<file path="src/rtl/mult_share_ctrl.sv">
// Round-robin controller sharing one sequential multiplier among NREQ requesters.
// Latency: accept edge to resp_valid is 3 + k cycles, k = WAIT cycles until mul_valid (k <= TIMEOUT).
// Backpressure: req_ready is granted only in IDLE; requesters hold req_valid until accepted.
module mult_share_ctrl #(
  parameter int N       = 4,
  parameter int NREQ    = 4,
  parameter int TIMEOUT = 16
) (
  input  logic                clk,
  input  logic                rst_n,
  input  logic [NREQ-1:0]     req_valid,
  input  logic [NREQ*N-1:0]   req_a,
  input  logic [NREQ*N-1:0]   req_b,
  output logic [NREQ-1:0]     req_ready,
  output logic [NREQ-1:0]     resp_valid,
  output logic [2*N-1:0]      resp_p,
  output logic                resp_err,
  output logic                busy,
  output logic                mul_load,
  output logic [N-1:0]        mul_a,
  output logic [N-1:0]        mul_b,
  input  logic [2*N-1:0]      mul_p,
  input  logic                mul_valid
);

  localparam int PW = (NREQ > 1) ? $clog2(NREQ) : 1;
  localparam int CW = $clog2(TIMEOUT + 1);

  typedef enum logic [2:0] {IDLE, LOAD, SETTLE, WAIT, RESP} state_t;

  state_t          state;
  logic [PW-1:0]   ptr;
  logic [PW-1:0]   grant;
  logic [CW-1:0]   cnt;
  logic            found;
  logic [PW-1:0]   pick;

  // (base + off) mod NREQ, used for the scan order and the pointer advance
  function automatic logic [PW-1:0] rr_add(input logic [PW-1:0] base, input int off);
    int s;
    s = int'(base) + off;
    if (s >= NREQ) s = s - NREQ;
    return s[PW-1:0];
  endfunction

  // Scan requesters starting at ptr; first active one wins
  always_comb begin
    found = 1'b0;
    pick  = '0;
    for (int j = 0; j < NREQ; j++) begin
      if (!found && req_valid[rr_add(ptr, j)]) begin
        found = 1'b1;
        pick  = rr_add(ptr, j);
      end
    end
  end

  // Accept strobe only while idle, so a grant never overlaps a transaction
  always_comb begin
    req_ready = '0;
    if (state == IDLE && found) req_ready[pick] = 1'b1;
  end

  assign busy = (state != IDLE);

  // Transaction FSM: grant, load pulse, ignore one stale cycle, wait with timeout, respond
  always_ff @(posedge clk or negedge rst_n) begin
    if (!rst_n) begin
      state      <= IDLE;
      ptr        <= '0;
      grant      <= '0;
      cnt        <= '0;
      resp_valid <= '0;
      resp_p     <= '0;
      resp_err   <= 1'b0;
      mul_load   <= 1'b0;
      mul_a      <= '0;
      mul_b      <= '0;
    end else begin
      mul_load   <= 1'b0;
      resp_valid <= '0;
      case (state)
        IDLE: begin
          if (found) begin
            mul_a    <= req_a[int'(pick)*N +: N];
            mul_b    <= req_b[int'(pick)*N +: N];
            grant    <= pick;
            mul_load <= 1'b1;
            state    <= LOAD;
          end
        end
        LOAD: state <= SETTLE;
        SETTLE: begin
          // mul_valid may still be high from the previous product here
          cnt   <= '0;
          state <= WAIT;
        end
        WAIT: begin
          if (mul_valid) begin
            resp_p     <= mul_p;
            resp_err   <= 1'b0;
            resp_valid <= NREQ'(1) << grant;
            state      <= RESP;
          end else if (cnt == CW'(TIMEOUT - 1)) begin
            resp_p     <= '0;
            resp_err   <= 1'b1;
            resp_valid <= NREQ'(1) << grant;
            state      <= RESP;
          end else begin
            cnt <= cnt + CW'(1);
          end
        end
        RESP: begin
          ptr   <= rr_add(grant, 1);
          state <= IDLE;
        end
        default: state <= IDLE;
      endcase
    end
  end

endmodule

</file>
<file path="config.mk">
export PLATFORM = sky130hd
export DESIGN_NAME = mult_share_ctrl
export DESIGN_NICKNAME = d
export VERILOG_FILES = /design/src/rtl/mult_share_ctrl.sv
export SDC_FILE = /design/constraint.sdc
export NUM_CORES = 1
export LEC_CHECK = 0
export ABC_AREA = 1
export CAP_MARGIN = 20
export CORE_ASPECT_RATIO = 1.1
export CORE_MARGIN = 2
export CORE_UTILIZATION = 30
export CTS_CLUSTER_DIAMETER = 30
export DETAILED_ROUTE_END_ITERATION = 7
export GPL_TIMING_DRIVEN = 0
export PLACE_DENSITY_LB_ADDON = 0.08
export SYNTH_ARGS = -nofsm -noshare
export SYNTH_HDL_FRONTEND = slang
export SYNTH_SLANG_ARGS = --single-unit
export TNS_END_PERCENT = 100
</file>
<file path="constraint.sdc">
create_clock -name clk -period 2.7 [get_ports clk]
set_clock_uncertainty 0.2 [all_clocks]
set_input_delay 0.81 -clock clk [delete_from_list [all_inputs] [get_ports clk]]
set_output_delay 0.81 -clock clk [all_outputs]
set_load 0.02 [all_outputs]
</file>
==> results.sh <==
export IMPL_power_mw=4.19
export IMPL_power_density_cell_area_nw_per_um2=1260
export IMPL_finalInstanceArea_um2=3320
export IMPL_io_buffers=73
export IMPL_yosys_area_share_simple_pct=33.5
export IMPL_critPathTopFamily="simple AND/OR/NAND/NOR gates"
export IMPL_track_usage_pct=15.4
export IMPL_cpMaxStageDelayCell="nand3_4"
export IMPL_final_layout_size_suffix_gt1_share_pct=22.1
export IMPL_critical_path_required_ns=1.69
export IMPL_drt_iter0_drc=81
export IMPL_crit_type="in2out"
export IMPL_wire_per_inst_um=11.9
export IMPL_rrSetupSlack_ns=0.37
export IMPL_fill_cells=675
export IMPL_startpoint_type="input pin"
export IMPL_grt_setup_unrepaired="yes"
export IMPL_timing_final_crit_period_ns=3.02
export IMPL_worst_ir_drop_vdd_mv=0.530
export IMPL_holdPathEnd="mul_a[1]"
export IMPL_worst_slew_pin_transition_ns=0.761
export IMPL_p_leak_nw=1.67
export IMPL_synth_area_top_cells="dfrtp_1 (41%), nand2_1 (16%), inv_1 (9.5%)"
export IMPL_setup_ws_ns=-0.323
export IMPL_path_buf_inv=4
export IMPL_cp_max_fo=4
export IMPL_start_util_pct=31.1
export IMPL_ys_top_cells_by_count="nand2_1 (88), inv_1 (52), dfrtp_1 (34)"
export IMPL_drtAntennaViolNets=0
export IMPL_hold_slack_ns=0.295
export IMPL_grt_ovfl_total=0
export IMPL_cts_buffer_depth=2
export IMPL_diodes=0
export IMPL_period_share_pct=112
export IMPL_cts_clk_slew_worst_paths_ns=0.07
export IMPL_rows=31
export IMPL_wirelength_mm=5.47
export IMPL_yosysTopAreaCell="dfrtp_1"
export IMPL_clockRootBuffer="clkbuf_8"
export IMPL_holdBufCountCts=0
export IMPL_hold_class="reg2reg"
export IMPL_synth_adder_area_share_pct=3.66
export IMPL_die_area_um2=7520
export IMPL_die_y_um=90.7
export IMPL_worstRegToRegCells=16
export IMPL_max_cap_violations=0
export IMPL_coreArea_um2=6590
export IMPL_synth_compound_area_share_pct=7.74
export IMPL_synth_mux_area_fraction_pct=0
export IMPL_yosysTopAreaCellShare_pct=41.5
export IMPL_ys_warnings_count=0
export IMPL_clock_latency_ns=0.28
export IMPL_critPathCaptureType="primary output"
export IMPL_die_w_um=82.9
export IMPL_finish_net_count=428
export IMPL_ys_flop_type="dfrtp_1"
export IMPL_cts_buffers=5
export IMPL_cts_tree="done"
export IMPL_finalHoldViolCount=0
export IMPL_min_path_cells=2
export IMPL_outcome="finished with violations"
export IMPL_first_pass_iters=4
export IMPL_postPlaceCellArea_um2=3020
export IMPL_finalSetupViolations=4
export IMPL_cts_sinks=34
export IMPL_synthArstFlopShare_pct=100
export IMPL_grt_pass1_vias=2122
export IMPL_violations="setup timing"
export IMPL_r2r_start="ptr[0]"
export IMPL_num_vias=2082
export IMPL_area_growth_pct=61.8
export IMPL_finalWeightedCongestion=0.761
export IMPL_dp_hpwl_mm=4.01
export IMPL_synth_cell_area_um2=2050
export IMPL_synthXorXnorAreaFrac_pct=0.427
export IMPL_antenna_found_initial=0
export IMPL_r2r_end="mul_a[2]"
export IMPL_hold_start="mul_a[1]"
export IMPL_grt_max_degree=35
export IMPL_drc=0
export IMPL_synthesis_instances=284
export IMPL_crit_chain="buf_8 > inv_6 > nand2_4 > nand3_2 > nand2_4 > nor2_4 > nand3_4 > nand3_4 > inv_6 > nor3_4 > buf_6"
export IMPL_ys_seq_elements=34
export IMPL_htree_levels=2
export IMPL_crit_arrival_ns=2.01
export IMPL_io_pin_count=74
export IMPL_ys_seq_area_share_pct=41.5
export IMPL_synth_cell_types=23
export IMPL_grt_first_pass_wirelength_mm=9.60
export IMPL_synth_fp_nets=337
export IMPL_utilization_pct=50.3
export IMPL_slowest_delay_ns=0.18
export IMPL_syn_area_per_cell_um2=7.23
export IMPL_synth_most_common_cell="nand2_1"
export IMPL_slew_headroom_pct=49.3
export IMPL_vias_per_cell=4.55
export IMPL_synth_top_family_by_area="simple AND/OR/NAND/NOR gates"
export IMPL_synth_edff_count=0
export IMPL_slew_violations=0
export IMPL_max_freq_ghz=0.331
-- cells by family (layout without fill, tap and decap cells) --
logic type | count (synthesis) | count (layout)
flip-flops | 34 | 34
XOR/XNOR | 1 | 1
adder cells (fa/ha/maj) | 6 | 6
buffers and inverters | 65 | 157
AO/OA/AOI/OAI | 23 | 23
AND/OR/NAND/NOR | 155 | 155
-- tightest hold or removal path, cell delays in order, from the launching register on --
cell     delay (ns)
dfrtp_1        0.35
nand2_1        0.06
nand2_1        0.05
-- layer usage --
layer,vias up,part of all wire (%),global-route usage (%)
li1,1079,-,-
met1,950,43,19.1
met2,47,50,26.0
met3,6,6.4,4.57
met4,0,0.93,4.10
met5,-,0,0
-- state kept, by name, indices dropped and copies added, names as in the netlist --
signal,cells
cnt,5
resp_err,1
state,3
mul_a,4
mul_b,4
resp_p,8
mul_load,1
ptr,2
grant,2
resp_valid,4
-- per-stage QoR --
step | cells | setup slack, ns | setup TNS, ns
global route | 458 | -0.412 | -1.54
floorplan | 284 | -0.143 | -0.511
detailed placement | 439 | -1.50 | -8.45
CTS | 456 | -0.306 | -1.17
global placement | 439 | -1.51 | -15.11
finish | 458 | -0.323 | -1.24
-- worst max-delay path by stage --
stage / end / startpoint / cells past startpoint / slack, ns
after floorplan: req_ready[0] / req_valid[1] / 10 / -0.14
after global placement: req_ready[1] / req_valid[3] / 12 / -1.51
after detailed placement: req_ready[1] / req_valid[3] / 12 / -1.50
after CTS: req_ready[0] / req_valid[2] / 11 / -0.31
after global routing: req_ready[1] / req_valid[3] / 14 / -0.41
final: req_ready[0] / req_valid[2] / 11 / -0.32
-- cells in the final DEF (no fill, tap or decap), types with 2 or more instances in the layout --
master,n
clkdlybuf4s50_1,63
o21ai_0,4
nand2_1,74
nor2_2,3
nand2_4,4
nor3_4,3
nand3_2,7
nor2_1,16
inv_1,45
a22o_1,8
buf_2,4
inv_6,2
a21oi_1,4
o211ai_1,4
nand3_4,3
inv_4,3
nand2_2,12
buf_6,8
clkbuf_8,8
inv_2,4
o22ai_1,2
buf_4,12
dfrtp_1,34
nor2_4,3
ha_1,6
nand4_1,12
buf_8,2
nand3_1,17
-- power by group --
| group | total, mW | internal [mW] | leakage (nW) | switching, mW |
|---|---|---|---|---|
| registers | 0.863 | 0.718 | 0.432 | 0.145 |
| logic | 2.89 | 1.22 | 1.18 | 1.66 |
| clock network | 0.440 | 0.257 | 0.0575 | 0.182 |
-- area by class of cell --
type                            instances  area (µm²)  area share (%)
Buffer                                  7        61.3            1.85
Clock buffer                            8         110            3.32
Inverter                               57         251            7.58
Multi-Input combinational cell        185        1110            33.5
Sequential cell                        34         851            25.6
Tap cell                               82         103            3.09
Timing Repair Buffer                   85         832            25.1
-- timing repair --
action                     4_1_cts  5_1_grt
setup endpoints to repair        5        4
buffers inserted                10        2
resized for setup               74        1
pin swaps                       14        2
(Power assumes the default switching activity.)
